File: src/rtl/stopwatch_display.sv
// stopwatch_display: multiplexed 4-digit 7-segment driver for a min:sec stopwatch
//
// Converts the binary minute and second values to BCD and drives one digit per
// refresh slot. The scan order is sec ones, sec tens, min ones, min tens.
//
// Ports:
//   clk, rst  system clock and synchronous active-high reset
//   min, sec  binary minutes/seconds in 0-59; 60-63 are shown as dashes
//   adj, sel  adjust mode and field select (1 = seconds, 0 = minutes); BLINK_EN only
//   seg       segments {g,f,e,d,c,b,a}, active-low
//   an        digit anodes, active-low; an[0] = sec ones, an[3] = min tens
//   dp        decimal point, active-low; lit with the minute-ones digit as a separator
//
// Optional feature: define BLINK_EN to blink the selected field while adj is high.
module stopwatch_display #(
    parameter int REFRESH_DIV = 100000,
    parameter int BLINK_DIV   = 25000000
) (
    input  logic       clk,
    input  logic       rst,
    input  logic [5:0] min,
    input  logic [5:0] sec,
    input  logic       adj,
    input  logic       sel,
    output logic [6:0] seg,
    output logic [3:0] an,
    output logic       dp
);
    localparam int CW = $clog2(REFRESH_DIV);

    logic [CW-1:0] cnt_q, cnt_d;
    logic [1:0]    idx_q, idx_d;
    logic          first_q;
    logic [5:0]    min_q, min_d, sec_q, sec_d;
    logic [6:0]    seg_q, seg_d;
    logic [3:0]    an_q, an_d, mask;
    logic          dp_q, dp_d;
    logic          wrap;
    logic [5:0]    val;
    logic [3:0]    digit;

    function automatic logic [6:0] seg7(input logic [3:0] d);
        case (d)
            4'd0:    return 7'b1000000;
            4'd1:    return 7'b1111001;
            4'd2:    return 7'b0100100;
            4'd3:    return 7'b0110000;
            4'd4:    return 7'b0011001;
            4'd5:    return 7'b0010010;
            4'd6:    return 7'b0000010;
            4'd7:    return 7'b1111000;
            4'd8:    return 7'b0000000;
            default: return 7'b0010000;
        endcase
    endfunction

    // The snapshot reloads only when the scan restarts at digit 0, so a full scan
    // never mixes two input values. On the first cycle after reset the snapshot
    // is still being loaded, so the live inputs are decoded directly.
    always_comb begin
        wrap  = cnt_q == CW'(REFRESH_DIV - 1);
        cnt_d = wrap ? '0 : cnt_q + 1'b1;
        idx_d = idx_q + {1'b0, wrap};
        min_d = (first_q || (wrap && idx_q == 2'd3)) ? min : min_q;
        sec_d = (first_q || (wrap && idx_q == 2'd3)) ? sec : sec_q;
        val   = idx_q[1] ? (first_q ? min : min_q) : (first_q ? sec : sec_q);
        digit = 4'(idx_q[0] ? val / 6'd10 : val % 6'd10);
        seg_d = val > 6'd59 ? 7'b0111111 : seg7(digit);
        an_d  = ~(4'b0001 << idx_q) | mask;
        dp_d  = idx_q != 2'd2;
    end

    always_ff @(posedge clk) begin
        if (rst) begin
            cnt_q   <= '0;
            idx_q   <= '0;
            first_q <= 1'b1;
            min_q   <= '0;
            sec_q   <= '0;
            seg_q   <= 7'b1111111;
            an_q    <= 4'b1111;
            dp_q    <= 1'b1;
        end else begin
            cnt_q   <= cnt_d;
            idx_q   <= idx_d;
            first_q <= 1'b0;
            min_q   <= min_d;
            sec_q   <= sec_d;
            seg_q   <= seg_d;
            an_q    <= an_d;
            dp_q    <= dp_d;
        end
    end

`ifdef BLINK_EN
    localparam int BW = $clog2(BLINK_DIV);

    logic [BW-1:0] bcnt_q, bcnt_d;
    logic          blink_q, blink_d, adj_q, adj_rise, bwrap;

    // Entering adjust restarts the blink in its visible phase; the rise cycle
    // itself is never blanked even if the old phase was the dark one.
    always_comb begin
        adj_rise = adj && !adj_q;
        bwrap    = bcnt_q == BW'(BLINK_DIV - 1);
        bcnt_d   = (adj_rise || bwrap) ? '0 : bcnt_q + 1'b1;
        blink_d  = !adj_rise && (blink_q ^ bwrap);
        mask     = (adj && blink_q && !adj_rise) ? (sel ? 4'b0011 : 4'b1100) : 4'b0000;
    end

    always_ff @(posedge clk) begin
        if (rst) begin
            bcnt_q  <= '0;
            blink_q <= 1'b0;
            adj_q   <= 1'b0;
        end else begin
            bcnt_q  <= bcnt_d;
            blink_q <= blink_d;
            adj_q   <= adj;
        end
    end
`else
    logic unused_blink;
    assign unused_blink = adj ^ sel ^ (BLINK_DIV == 0);
    assign mask = 4'b0000;
`endif

    assign seg = seg_q;
    assign an  = an_q;
    assign dp  = dp_q;
endmodule

File: config.mk
export PLATFORM = sky130hd
export DESIGN_NAME = stopwatch_display
export DESIGN_NICKNAME = d
export VERILOG_FILES = /design/src/rtl/stopwatch_display.sv
export SDC_FILE = /design/constraint.sdc
export NUM_CORES = 1
export LEC_CHECK = 0
export CAP_MARGIN = 5
export CORE_MARGIN = 2
export CORE_UTILIZATION = 39
export CTS_CLUSTER_DIAMETER = 100
export CTS_CLUSTER_SIZE = 25
export DETAILED_ROUTE_END_ITERATION = 10
export GPL_TIMING_DRIVEN = 0
export PLACE_DENSITY = 0.59
export SETUP_SLACK_MARGIN = 0.3
export SLEW_MARGIN = 10
export SYNTH_ARGS = -nofsm -noshare
export SYNTH_HDL_FRONTEND = slang
export SYNTH_SLANG_ARGS = --single-unit
File: constraint.sdc
create_clock -name clk -period 4.42 [get_ports clk]
set_clock_uncertainty 0.1 [all_clocks]
set_input_delay 0.663 -clock clk [delete_from_list [all_inputs] [get_ports clk]]
set_output_delay 0.663 -clock clk [all_outputs]
set_load 0.005 [all_outputs]
Word level (Yosys, flattened, before mapping)
Memory sizes are Yosys's and may differ from the RTL's. Index checks and enable logic that the tools add are counted.

Add/sub/neg operators: 2. Div/mod/pow operators: 2. Order comparisons: 1. Equal/unequal tests: 3. Shift-type cells: 1. Mux-type cells: 6. Bitwise logic cells: 1. Reduce and logical (&&, ||, !) cells: 4.

Operator list (number): two-way mux 6 bit (3); adder 17 x 1 -> 17 bit (second input constant) (1); == test 17 bit (second input constant) (1); two-way mux 7 bit (1); divider 6 x 4 -> 6 bit (second input constant) (1); > comparator 6 bit (second input constant) (1); remainder unit 6 x 4 -> 6 bit (second input constant) (1); two-way mux 4 bit (1); NOT 4 bit (1); OR reduction 2 bit (2); << shifter 1 x 2 -> 4 bit (first input constant) (1); adder 2 x 1 -> 2 bit (1); == test 2 bit (second input constant) (1); != test 2 bit (second input constant) (1); logical AND 1 bit (1); logical OR 1 bit (1); two-way mux 1 bit (1).

Register bits: 44. ROM bits: 112. Input port bits: 16. Output and inout port bits: 12. Logic and storage cells: 30. Memories: 1.

Memories: (no name shown) (words 16, bits a word 7, rd ports 1, clocked after memory_dff 0, wr ports 0, RTL line 43) `case (d)`.

Logic depth before layout (Yosys ltp)
Gate-level depths: netlist (run 1). An unclocked memory read counts as a cell.

Depth after elaboration: 6. Depth in mapped cells: 15. Gate-level depth less buffers: 13.

Worst setup path after synthesis (run 1)
Ideal clock, no wire load.

Path kind: in2reg. From: input port min[3]. To: register seg_q[4] (netlist: seg[4]). Setup time: 0.070 ns. Arrival: 3.363 ns. Data required time: 4.250 ns. Setup slack: 0.887 ns. Stages: 11. Buffers on the path: 1. Path through: mux4_2 > clkbuf_1 > ha_1 > o311ai_1 > a21bo_4 > a21o_1 > a31oi_1 > inv_1 > ha_1 > mux2_4 > a21oi_1.

Longest elaborated chain between the ends: 5. Elaborated cells on any way between the ends: 8. Those cells by class: div (2); order compare (1); mux (3); reduce/logical (1); memory (1).

Ends and longest elaborated chain: start: declaration (RTL line 21) `input logic [5:0] min,`; two-way mux 6 bit (*) (2 in series) (RTL line 66) `val = idx_q[1] ? (first_q ? min : min_q) : (first_q ? sec : sec_q);`; remainder unit 6 x 4 -> 6 bit / divider 6 x 4 -> 6 bit (equally long branches) (RTL line 67) `digit = 4'(idx_q[0] ? val / 6'd10 : val % 6'd10);`; two-way mux 4 bit (RTL line 67); memory read (16 x 7 bit); end signal: assignment (RTL line 89) `seg_q <= seg_d;`; end: declaration (RTL line 35) `logic [6:0] seg_q, seg_d;`.

Mark *: on every way between the ends. The rest lies on a longest branch, timed or not. A chain may end at the register's enable or synchronous reset.

Final worst setup path (run 1)
Ends and elaborated chain as after synthesis.

==> flow_metrics.env, run 1 <==
export IMPL_run_status="finished clean"
export IMPL_cts_clk_slew_worst_paths_ps=80
export IMPL_synth_enable_flop_cells=0
export IMPL_worst_ep_required_ps=4540
export IMPL_layout_min_cycle_time_ps=3910
export IMPL_track_usage_pct=14.6
export IMPL_cts_sink_count=43
export IMPL_arrival_time_of_data_at_the_critical_path_endpoint_ps=4030
export IMPL_reg_to_reg_start="first_q"
export IMPL_rsz_0062_raised_after_global_routing="false"
export IMPL_timing_critical_path_fanout_max=10
export IMPL_p_int_uw=692
export IMPL_design_final_nets=291
export IMPL_die_width_um=79.2
export IMPL_final_antenna_net_count=0
export IMPL_worstHoldPathType="reg -> reg"
export IMPL_initial_antenna_violation_count=0
export IMPL_grt_pass1_vias=1633
export IMPL_worstSkewPairLatency_ps=290
export IMPL_crit_path_top_delay_cell="mux4_2"
export IMPL_cts_root_buffer="clkbuf_8"
export IMPL_initial_core_util_pct=40.3
export IMPL_hold_viol_final=0
export IMPL_whs_endpoint="cnt_q[0]"
export IMPL_final_worst_path_period_share_pct=88.5
export IMPL_timing_max_slew_rel_slack_pct=53.2
export IMPL_fin_setup_tns_ps=0
export IMPL_leakagePower_nw=1.08
export IMPL_drv_max_cap_violation_count=0
export IMPL_launching_element_type_of_the_critical_path="primary input"
export IMPL_r2r_setup_slack_ps=810
export IMPL_synth_cell_type_count=49
export IMPL_fp_coreArea_um2=5470
export IMPL_worst_r2r_cell_count=12
export IMPL_share_of_the_synthesized_area_in_compound_gates_ao_oa_aoi_oai_pct=12.1
export IMPL_syn_nets=259
export IMPL_yosys_register_bits=43
export IMPL_place_port_buffers=25
export IMPL_synth_async_reset_ratio_pct=0
export IMPL_grt_start_max_net_pins=14
export IMPL_cts_resized=0
export IMPL_synth_sequential_area_ratio_pct=39.0
export IMPL_power_switching_uw=223
export IMPL_die_h_um=79.2
export IMPL_drt_pass1_iter_count=4
export IMPL_count_of_mapped_cells_out_of_synthesis=235
export IMPL_postSynthAreaPerCell_um2=9.39
export IMPL_design_power_total_uw=914
export IMPL_antenna_cells=0
export IMPL_worstMarginPinSlew_ps=703
export IMPL_top_library_cells_by_usage_in_the_layout_fill_and_taps_aside="dfxtp_1, nor2_1, clkdlybuf4s50_1"
export IMPL_io_pins=28
export IMPL_cp_slowest_stage_delay_ps=510
export IMPL_route_detailed_drc=0
export IMPL_final_layout_size_suffix_gt1_share_pct=9.70
export IMPL_overflow=0
export IMPL_hold_buffers=0
export IMPL_whs_path_depth=1
export IMPL_count_of_buffers_added_by_post_cts_timing_repair_for_setup=0
export IMPL_post_synth_and_or_nand_nor_area_fraction_pct=19.1
export IMPL_final_common_cell="dfxtp_1"
export IMPL_synth_mux_area_fraction_pct=14.6
export IMPL_peakVddDrop_mv=0.159
export IMPL_cts_made_buffers=5
export IMPL_reg_to_reg_endpoint="seg[4]"
export IMPL_power_per_cell_area_nw_per_um2=343
export IMPL_drt_first_iter_violations=89
export IMPL_criticalPathCategory="in -> reg"
export IMPL_post_synth_fa_ha_maj_area_fraction_pct=4.54
export IMPL_part_of_the_total_power_dissipated_in_sequential_elements_pct=45.5
export IMPL_setup_viol=0
export IMPL_design_die_area_um2=6270
export IMPL_report_final_slew_viol_count=0
export IMPL_clk_path_buf_depth=2
export IMPL_synth_xor_area_share_pct=5.56
export IMPL_synthFlopType="dfxtp_1"
export IMPL_fmax_ghz=0.256
export IMPL_routed_wire_length_per_instance_um=11.9
export IMPL_global_route_wire_length_before_repair_mm=7.38
export IMPL_cts_htree_levels=2
export IMPL_drt_vias_per_instance=4.96
export IMPL_routed_wl_mm=4.06
export IMPL_area_growth_pct=21.0
export IMPL_proportion_of_total_power_due_to_net_switching_pct=24.3
export IMPL_setup_worst_path_end_class="register"
export IMPL_worstHoldStart="cnt_q[0]"
export IMPL_place_gp_congestion=0.843
export IMPL_row_count=27
export IMPL_combinational_family_with_the_most_area_after_synthesis="simple AND/OR/NAND/NOR gates"
export IMPL_comb_power_share_pct=20.4
export IMPL_power_frac_clock_pct=34.1
export IMPL_detailed_place_hpwl_mm=3.02
export IMPL_most_used_cell_cp="ha_1"
export IMPL_critical_path_cell_chain="clkdlybuf4s50_1 > mux4_2 > clkbuf_1 > ha_1 > o311ai_1 > a21bo_4 > a21o_1 > a31oi_2 > inv_1 > ha_1 > mux2_4 > a21oi_1"
export IMPL_post_synth_instance_area_um2=2210
export IMPL_total_number_of_vias=1688
export IMPL_synthesis_yosys_warnings=0
export IMPL_cts_tree="built"
## metal layers
layer  share of wire [%]  vias to the layer above  global-route usage (%)
met5                   0                        -                       0
met3                 3.4                        7                    3.52
met2                  43                       29                    22.7
met4                 1.4                        0                    5.17
met1                  52                      768                    19.9
li1                    -                      884                       -
## synth_stat cells, drive strengths merged (4+ instances only)
library cell | instances | area [um2]
nand2 | 11 | 41.3
xor2 | 9 | 78.8
a21o | 4 | 30.0
clkbuf | 6 | 22.5
mux4 | 6 | 143
dfxtp | 43 | 861
a31oi | 4 | 25.0
inv | 9 | 33.8
o21ai | 10 | 50.0
ha | 8 | 100
buf | 7 | 55.1
xnor2 | 5 | 43.8
nand3 | 7 | 35.0
a21oi | 7 | 38.8
nand4 | 5 | 31.3
mux2i | 15 | 150
nor2 | 41 | 154
## kinds of logic after synthesis
family                   count (synthesis)
adder cells (fa/ha/maj)                  8
buffers and inverters                   22
AND/OR/NAND/NOR                         88
multiplexers                            23
flip-flops                              43
AO/OA/AOI/OAI                           37
XOR/XNOR                                14
## worst max-delay path: cells and delay by family
| family | cells | cell delay (ps) |
|---|---|---|
| adders and majority gates | 2 | 620 |
| muxes | 2 | 770 |
| buffers and inverters | 3 | 800 |
| AOI/OAI and AO/OA | 5 | 1180 |
## through the flow
step           utilization, %  cells  worst slack [ps]  cell area, um2  hold slack [ps]
2_1_floorplan               -    235               887            2210              318
3_3_place_gp             46.5    332               168            2550              335
5_1_grt                  48.8    340               309            2670              387
3_5_place_dp             46.5    332              69.4            2550              342
6_report                 48.8    340               510            2670              362
4_1_cts                  48.7    340               382            2660              366
## final cells by class
type	instances	area, um2
tap	72	90.1
sequential	43	861
inverter	9	33.8
timing repair buffer	25	250
multi-input combinational	170	1240
fill	543	2800
clock buffer	6	82.6
buffer	13	77.6
clock inverter	2	35.0
## state kept, by name, summed over array words and instances, names as in the netlist
signal   count
first_q      1
min_q        6
an           4
cnt_q       17
sec_q        6
seg          7
idx_q        2
## power groups by stage
stage               clock network (mW)  registers (mW)  logic [mW]
finish                           0.312           0.416       0.187
global route                     0.339           0.419       0.210
CTS                              0.322           0.416       0.188
detailed placement                   0           0.426       0.187
global placement                     0           0.425       0.184
floorplan                            0           0.426       0.126
## how the worst max path moves through the flow
stage	end	startpoint	slack, ps	cells after the start
global route	seg[4]	min[3]	310	12
detailed placement	seg[4]	min[3]	70	12
finish	seg[4]	min[3]	510	12
floorplan	seg[4]	min[3]	890	11
CTS	seg[4]	min[3]	380	12
global placement	seg[4]	min[3]	170	12
(Power assumes the default switching activity.)
==> run 2, diff against run 1 <==
Settings changed: CORE_MARGIN 2 to 4, CORE_UTILIZATION 39 to 55, PLACE_DENSITY 0.59 to 0.78.
==> run 2 against run 1 <==
Design area shrank 2.3%. Hold slack lost 9.9 ps. Global-route usage grew 3.3 points. Largest power group unchanged.
==> flow_metrics.env, run 2 (synthesized netlist as in run 1, its figures left out) <==
export IMPL_top_register="cnt_q"
export IMPL_timing_critical_path_fanout_max=10
export IMPL_die_h_um=71.3
export IMPL_place_port_buffers=25
export IMPL_cts_tree="built"
export IMPL_arrival_time_of_data_at_the_critical_path_endpoint_ps=4030
export IMPL_die_width_um=71.3
export IMPL_worstMarginPinSlew_ps=702
export IMPL_final_common_cell="dfxtp_1"
export IMPL_clk_path_buf_depth=2
export IMPL_route_detailed_drc=0
export IMPL_final_worst_path_period_share_pct=88.3
export IMPL_fillerInstances=302
export IMPL_antenna_cells=0
export IMPL_area_growth_pct=18.2
export IMPL_largest_register_ffs=17
export IMPL_instances_no_fill=316
export IMPL_criticalPathCategory="in -> reg"
export IMPL_launching_element_type_of_the_critical_path="primary input"
export IMPL_detailedPlace_worstSlack_ps=139
export IMPL_rsz_0062_raised_after_global_routing="false"
export IMPL_fmax_ghz=0.256
export IMPL_drt_vias_per_instance=5.42
export IMPL_placedCellCount=308
export IMPL_place_gp_congestion=0.800
export IMPL_row_count=22
export IMPL_drt_first_iter_violations=120
export IMPL_final_layout_size_suffix_gt1_share_pct=9.33
export IMPL_drt_pass1_iter_count=5
export IMPL_initial_core_util_pct=58.5
export IMPL_initial_antenna_violation_count=0
export IMPL_routed_wl_mm=4.15
export IMPL_run_status="finished clean"
export IMPL_top_library_cells_by_usage_in_the_layout_fill_and_taps_aside="dfxtp_1, nor2_1, clkdlybuf4s50_1"
export IMPL_report_final_slew_viol_count=0
export IMPL_design_power_total_uw=848
export IMPL_hold_buffers=0
export IMPL_leakagePower_nw=1.06
export IMPL_track_usage_pct=17.9
export IMPL_worstSkewPairLatency_ps=300
export IMPL_worst_ep_required_ps=4550
export IMPL_cts_made_buffers=5
export IMPL_design_die_area_um2=5090
export IMPL_detailed_place_hpwl_mm=3.11
export IMPL_io_pins=28
export IMPL_final_antenna_net_count=0
export IMPL_setup_slack_ps=519
export IMPL_fin_setup_tns_ps=0
export IMPL_cts_htree_levels=2
export IMPL_timing_max_slew_rel_slack_pct=53.2
export IMPL_total_number_of_vias=1714
export IMPL_cts_clk_slew_worst_paths_ps=80
export IMPL_fp_coreArea_um2=3770
export IMPL_hold_viol_final=0
export IMPL_design_final_nets=291
export IMPL_layout_min_cycle_time_ps=3900
export IMPL_global_route_wire_length_before_repair_mm=7.33
export IMPL_cts_sink_count=43
export IMPL_worstHoldPathType="reg -> reg"
export IMPL_cts_root_buffer="clkbuf_8"
export IMPL_grt_pass1_vias=1663
export IMPL_drv_max_cap_violation_count=0
export IMPL_finalCoreUtilization_pct=69.1
export IMPL_count_of_buffers_added_by_post_cts_timing_repair_for_setup=0
export IMPL_power_per_cell_area_nw_per_um2=325
export IMPL_overflow=0
export IMPL_grt_start_max_net_pins=14
export IMPL_routed_wire_length_per_instance_um=13.1
export IMPL_setup_viol=0
export IMPL_setup_worst_path_end_class="register"
export IMPL_peakVddDrop_mv=0.251
## run 2: cell types whose count changed in the layout (fill, tap and decap cells not counted)
cell | before | now
clkinvlp_4 | 0 | 1
bufinv_16 | 1 | 0
clkbuf_8 | 6 | 5
clkbuf_1 | 6 | 7
## run 2: timing repair
item	CTS	global route
setup endpoints to repair	0	1
resized for setup	0	1
endpoints found under the hold margin	0	0
## run 2: critical path, stage by stage
cell and delay, ps:
clkdlybuf4s50_1 410, mux4_2 520, clkbuf_1 250, ha_1 420
o311ai_1 300, a21bo_4 280, a21o_1 190, a31oi_2 260
inv_1 120, ha_1 220, mux2_4 270, a21oi_1 120
## run 2: per-stage QoR
step / hold WS [ps] / area (um2)
4_1_cts: 359 / 2600
5_1_grt: 378 / 2610
2_1_floorplan: 318 / 2210
3_3_place_gp: 331 / 2520
6_report: 352 / 2610
3_5_place_dp: 341 / 2520
## run 2: worst paths after layout
| path | from | to | slack [ps] | cells after the start |
|---|---|---|---|---|
| worst max-delay path | min[3] | seg[4] | 520 | 12 |
| worst min-delay path | cnt_q[0] | cnt_q[0] | 350 | 1 |
| worst max register to register | first_q | seg[4] | 800 | 12 |
| worst min register to register | cnt_q[0] | cnt_q[0] | 350 | 1 |
## run 2: per-layer routing
metal | vias to the layer above | global-route usage, % | wire length, um
li1 | 881 | - | -
met1 | 792 | 24.1 | 2020
met2 | 36 | 28.3 | 1880
met3 | 5 | 4.77 | 190
met4 | 0 | 5.43 | 56
met5 | - | 0 | 0
## run 2: final cells by class
type / count / area (um2) / share of cell area, %
timing repair buffer: 25 / 250 / 9.60
clock buffer: 6 / 72.6 / 2.78
inverter: 9 / 33.8 / 1.30
multi-input combinational: 170 / 1240 / 47.6
clock inverter: 2 / 12.5 / 0.480
sequential: 43 / 861 / 33.0
tap: 48 / 60.1 / 2.30
buffer: 13 / 77.6 / 2.98
## run 2: power breakdown
part | internal, mW | switching [mW] | leakage [nW]
clock | 0.110 | 0.134 | 0.0412
sequential | 0.409 | 0.00788 | 0.353
combinational | 0.101 | 0.0867 | 0.664
